[src/rtl/cnt_pkg.sv]
// Width helpers shared by the segmented up and down counters.
package cnt_pkg;

    function automatic int nseg(input int n, input int seg);
        return (n + seg - 1) / seg;
    endfunction

    // The top segment takes whatever bits remain after the full-width ones.
    function automatic int segw(input int k, input int n, input int seg);
        int ns;
        ns = nseg(n, seg);
        return (k == ns - 1) ? (n - (ns - 1) * seg) : seg;
    endfunction

endpackage

[src/rtl/rtl_dcnt_seg.sv]
// One slice of the segmented down counter: W-bit register plus a registered
// zero flag derived only from this slice's next value.
module rtl_dcnt_seg #(
    parameter int W = 4
) (
    input  logic         clk,
    input  logic         nreset,
    input  logic         bin_seg,
    input  logic         ld,
    input  logic [W-1:0] din_seg,
    output logic [W-1:0] q,
    output logic         z
);

    logic [W-1:0] qn;

    always_comb begin
        qn = q;
        if (ld)
            qn = din_seg;
        else if (bin_seg)
            qn = q - W'(1);
    end

    always_ff @(posedge clk or negedge nreset) begin
        if (!nreset) begin
            q <= '0;
            z <= 1'b1;
        end else begin
            q <= qn;
            z <= (qn == '0);
        end
    end

endmodule

[src/rtl/rtl_dcnt_p.sv]
// N-bit down counter with borrow-in/out; the borrow chain runs through
// registered per-segment zero flags so the carry path stays SEG bits deep.
module rtl_dcnt_p
    import cnt_pkg::*;
#(
    parameter int N   = 17,
    parameter int SEG = 4
) (
    input  logic         clk,
    input  logic         nreset,
    input  logic         bin,
    input  logic         ld,
    input  logic [N-1:0] din,
    output logic [N-1:0] cnt,
    output logic         bout
);

    localparam int NS = nseg(N, SEG);

    logic [NS-1:0] zf;
    logic [NS-1:0] bseg;

    // Borrow into segment k needs every lower segment to be zero.
    always_comb begin
        bseg    = '0;
        bseg[0] = bin;
        for (int k = 1; k < NS; k++)
            bseg[k] = bseg[k-1] & zf[k-1];
    end

    for (genvar k = 0; k < NS; k++) begin : g_seg
        localparam int W  = segw(k, N, SEG);
        localparam int LO = k * SEG;
        rtl_dcnt_seg #(.W(W)) u_seg (
            .clk     (clk),
            .nreset  (nreset),
            .bin_seg (bseg[k]),
            .ld      (ld),
            .din_seg (din[LO +: W]),
            .q       (cnt[LO +: W]),
            .z       (zf[k])
        );
    end

    always_ff @(posedge clk or negedge nreset) begin
        if (!nreset)
            bout <= 1'b0;
        else
            bout <= ~ld & bin & (&zf);
    end

endmodule
[config.mk]
export PLATFORM = sky130hd
export DESIGN_NAME = rtl_dcnt_p
export DESIGN_NICKNAME = d
export VERILOG_FILES = /design/src/rtl/cnt_pkg.sv /design/src/rtl/rtl_dcnt_seg.sv /design/src/rtl/rtl_dcnt_p.sv
export SDC_FILE = /design/constraint.sdc
export NUM_CORES = 1
export LEC_CHECK = 0
export CORE_UTILIZATION = 35
export DETAILED_ROUTE_END_ITERATION = 10
export HOLD_SLACK_MARGIN = 0.03
export SYNTH_ARGS = -nofsm -noshare
export SYNTH_HDL_FRONTEND = slang
export SYNTH_HIERARCHICAL = 1
export SYNTH_SLANG_ARGS = --single-unit
export TNS_END_PERCENT = 100
[constraint.sdc]
create_clock -name clk -period 2.3 [get_ports clk]
set_input_delay 0.23 -clock clk [delete_from_list [all_inputs] [get_ports clk]]
set_output_delay 0.23 -clock clk [all_outputs]
set_load 0.005 [all_outputs]
== Word-level counts from Yosys, hierarchy flattened ==
Cells that the tools add are included.
Storage, ports and cells
  bits in registers: 23
  input port bits: 21
  output and inout bits: 18
  word-level logic and storage cells: 39
Cells by class
  add/sub/neg operators: 5
  muxes and demuxes: 10
  bitwise logic cells: 8
  reduce and logical (&&, ||, !) cells: 5
Operators by type and width (count)
  4-bit 2-to-1 mux: 8
  4-bit zero test: 4
  4-bit by 1-bit subtractor with 4-bit output (second input constant): 4
  1-bit bitwise AND: 6
  5-bit AND reduction: 1
  1-bit 2-to-1 mux: 2
  1-bit NOT: 2
  1-bit subtractor (second input constant): 1

== Depth between registers and ports, before layout ==
  depth after elaboration: 7
  depth in mapped cells: 6
  gate-level depth less buffers: 6

== Hierarchy ==
The synthesis kept the hierarchy.
Modules (own cells, without submodules)
  rtl_dcnt_seg (g_seg[1].u_seg ...): instances 3, cells each 24, area each 254.0 µm², seq. area each 126.4 µm²
  rtl_dcnt_seg (g_seg[0].u_seg): instances 1, cells each 28, area each 306.5 µm², seq. area each 126.4 µm²
  rtl_dcnt_seg (g_seg[4].u_seg): instances 1, cells each 6, area each 76.3 µm², seq. area each 51.3 µm²
  rtl_dcnt_p: instances 1, cells each 8, area each 73.8 µm², seq. area each 25.0 µm²

== Least setup slack after synthesis ==
OpenSTA, ideal clock, no wires.
  kind: reg-to-reg
  start: register g_seg[1].u_seg.z
  end: register g_seg[3].u_seg.z
  library setup time: 0.097 ns
  arrival time: 1.540 ns
  data required time: 2.203 ns
  slack: 0.663 ns
  stages on the path, launching flop included: 7
  buffers on the path: 0
  period minus slack after synthesis: 1.637 ns
  cells stage by stage: dfstp_2 > and3_1 > and2_1 > nor4b_4 > xnor2_1 > o21ai_2 > nor4_1
Between the ends
  word-level cells in the longest chain between the ends: 5
Ends and longest elaborated chain
  from (decl): RTL line rtl_dcnt_seg.sv:12  | output logic z
  from (signal assigned): RTL line rtl_dcnt_seg.sv:31  | z <= (qn == '0);
  1-bit bitwise AND: RTL line rtl_dcnt_p.sv:28  | bseg[k] = bseg[k-1] & zf[k-1];
  named net bseg[2]: RTL line rtl_dcnt_p.sv:21  | logic [NS-1:0] bseg;
  1-bit bitwise AND: RTL line rtl_dcnt_p.sv:28
  named net bseg[3]: RTL line rtl_dcnt_p.sv:21
  4-bit 2-to-1 mux: RTL line rtl_dcnt_seg.sv:21  | else if (bin_seg)
  4-bit 2-to-1 mux: RTL line rtl_dcnt_seg.sv:19  | if (ld)
  named net g_seg[3].u_seg.qn[3]: RTL line rtl_dcnt_seg.sv:15  | logic [W-1:0] qn;
  4-bit zero test: RTL line rtl_dcnt_seg.sv:31
  to (signal assigned): RTL line rtl_dcnt_seg.sv:31
  to (decl): RTL line rtl_dcnt_seg.sv:12
The timed path passes the listed nets, and every way through them passes these cells.

== Final worst setup path ==
Same ends and word-level chain as after synthesis.

==> results.sh <==
export IMPL_status="finished clean"
export IMPL_postRouteAntennaNets=0
export IMPL_skew_ns=0.00773
export IMPL_dpl_cell_count=201
export IMPL_cp_slowest_cell="dfstp_2"
export IMPL_root_buffer="clkbuf_4"
export IMPL_drtIter0Drc=41
export IMPL_cts_resized=0
export IMPL_finalSetupViolCount=0
export IMPL_worst_ep_required_time_ns=2.52
export IMPL_hold_class="in2async"
export IMPL_syn_area_mm2=0.00122
export IMPL_path_max_fanout=6
export IMPL_rsz0062_at_grt="no"
export IMPL_drc=0
export IMPL_worst_slew_pin_slew_ns=0.407
export IMPL_power_frac_seq=0.549
export IMPL_worstSetupEndpointType="flip-flop"
export IMPL_most_common_layout_cells="38 x clkdlybuf4s50_1, 24 x nand2_1, 18 x dfrtp_1"
export IMPL_antennaDiodeCount=0
export IMPL_hold_ws_ns=0.251
export IMPL_switching_share=0.274
export IMPL_layout_drive_gt1_share=0.151
export IMPL_relSlewSlack=0.728
export IMPL_clkTransAtPathRegs_ns=0.12
export IMPL_final_hold_viol_count=0
export IMPL_slew_viol_final=0
export IMPL_fillers=326
export IMPL_place_gp_congestion=0.838
export IMPL_pin_count=39
export IMPL_min_period_over_period=0.794
export IMPL_core_area_mm2=0.00334
export IMPL_dp_hpwl_um=2060
export IMPL_synthArstFlopShare=1.00
export IMPL_synth_edf_count=0
export IMPL_grt_pass1_wl_um=4130
export IMPL_yosys_area_share_simple=0.251
export IMPL_synth_top_family_by_area="simple AND/OR/NAND/NOR gates"
export IMPL_slowest_delay_ns=0.56
export IMPL_worst_path_buf_inv=0
export IMPL_cts_buffers=3
export IMPL_cts_sinks=23
export IMPL_clock_latency_ns=0.30
export IMPL_rows=21
export IMPL_synth_compound_area_frac=0.107
export IMPL_h_tree_depth=1
export IMPL_p_leak_nw=0.677
export IMPL_layout_nets=185
export IMPL_p_int_uw=651
export IMPL_start_util=0.365
export IMPL_syn_inst=114
export IMPL_ys_warn_count=6
export IMPL_vdd_drop_max_v=0.000400
export IMPL_port_buffers=38
export IMPL_synth_seq_cells=23
export IMPL_p_per_area_mw_per_mm2=527
export IMPL_cts_setup_buffers=0
export IMPL_clock_path_buffers=2
export IMPL_drt_wl_total_um=2640
export IMPL_grt_overflow=0
export IMPL_grt_pass1_vias=924
export IMPL_path_cells="and3_1 -> and2_1 -> nand2_1 -> xor2_1 -> o21ai_1 -> nor4_1"
export IMPL_setup_tns_ns=0
export IMPL_viasPerCell=4.62
export IMPL_die_area_mm2=0.00372
export IMPL_synth_fa_ha_area_frac=0.0411
export IMPL_pwr_share_comb=0.250
export IMPL_worstSetupPathType="reg2reg"
export IMPL_grt_max_degree=24
export IMPL_chipHeight_um=61.0
export IMPL_max_freq_mhz=548
export IMPL_utilization=0.510
export IMPL_drt_pass1_iterations=4
export IMPL_cts_hold_buf=0
export IMPL_synth_distinct_cells=27
export IMPL_fin_crit_ns=1.83
export IMPL_grt_antenna_before_repair=0
export IMPL_crit_path_start_kind="flip-flop"
export IMPL_path_delay_family="simple AND/OR/NAND/NOR gates"
export IMPL_track_usage=0.155
export IMPL_dr_total_vias=948
export IMPL_cts_tree="yes"
export IMPL_drv_cap=0
export IMPL_muxShareOfSynthArea=0.00821
export IMPL_final_common_cell="clkdlybuf4s50_1"
export IMPL_yosysTopAreaCellShare=0.370
export IMPL_syn_num_nets=139
export IMPL_power_frac_clock=0.201
export IMPL_yosys_top_cells_area="dfrtp_1 37%, dfstp_2 11%, nand2_1 7.4%, nor4b_4 5.9%, xnor2_1 5.7%"
export IMPL_cp_data_arrival_time_ns=2.04
export IMPL_finalNonFillerCells=205
export IMPL_die_x_um=61.0
export IMPL_p_sw_uw=246
export IMPL_ys_seq_area_frac=0.477
export IMPL_wire_per_inst_um=12.9
export IMPL_synth_xor_area_frac=0.0791
export IMPL_avgSynthCellArea_um2=10.7
export IMPL_synth_top_area_cell="dfrtp_1"
export IMPL_synth_ff_type="dfrtp_1"
export IMPL_finalPower_uw=896
export IMPL_area_delta_synth_final_pct=39.6
[Yosys cell counts, types with 4 or more instances]
master and instances:
o21ai_0 10, ha_1 4, nand2_1 24, xnor2_1 8, inv_1 9, dfrtp_1 18, dfstp_2 5, o21ai_1 4
[worst register-to-register path, cell delays in order (launching register included)]
cell and delay (ns):
dfstp_2 0.56, and3_1 0.26, and2_1 0.25, nand2_1 0.10, xor2_1 0.17, o21ai_1 0.11, nor4_1 0.30
[power groups by stage]
stage,clock network (mW),registers [mW],logic (mW)
4_1_cts,0.192,0.493,0.229
6_report,0.180,0.492,0.224
3_5_place_dp,0,0.500,0.227
2_1_floorplan,0,0.495,0.0919
3_3_place_gp,0,0.498,0.223
5_1_grt,0.207,0.498,0.254
[flip-flops by register name (all words and copies together), names as in the netlist]
name / cells
g_seg.u_seg/q: 17
g_seg.u_seg/z: 5
bout: 1
[cell type report]
type	count	area, um2	area share
sequential	23	582	0.342
timing repair buffer	42	410	0.241
multi-input combinational	81	592	0.348
inverter	9	33.8	0.0199
tap	46	57.6	0.0338
clock buffer	4	26.3	0.0154
[layer usage]
metal,vias up,GRT usage,share of wire
met3,4,0.0384,0.034
li1,480,-,-
met4,0,0.0649,0.023
met1,442,0.194,0.45
met2,22,0.256,0.49
met5,-,0,0
[per-stage QoR]
step / cell area (um2) / setup WS [ns]
final: 1700 / 0.474
after floorplan: 1220 / 0.663
after detailed placement: 1680 / 0.228
after global routing: 1700 / 0.361
after global placement: 1680 / 0.301
after CTS: 1700 / 0.458
[kinds of logic (layout without fill, tap and decap cells)]
group	count (synthesis)	count (layout)
muxes	1	1
DFF	23	23
and+or+nand+nor	44	44
buffers and inverters	10	55
xor gates and xnor gates	11	11
AOI/OAI and AO/OA	21	21
adders and majority gates	4	4
[path summary, 6_finish.rpt]
kind | startpoint | to | slack (ns) | cells past startpoint
setup / recovery | g_seg[1].u_seg/z | g_seg[3].u_seg/z | 0.47 | 6
hold / removal | nreset | g_seg[2].u_seg/q[1] | 0.25 | 2
setup reg to reg | g_seg[1].u_seg/z | g_seg[3].u_seg/z | 0.47 | 6
hold reg to reg | g_seg[1].u_seg/z | bout | 0.53 | 2
max in group asynchronous | nreset | g_seg[1].u_seg/z | 1.76 | 2
min in group clk | din[10] | g_seg[2].u_seg/q[2] | 0.48 | 3
(Power assumes the default switching activity.)
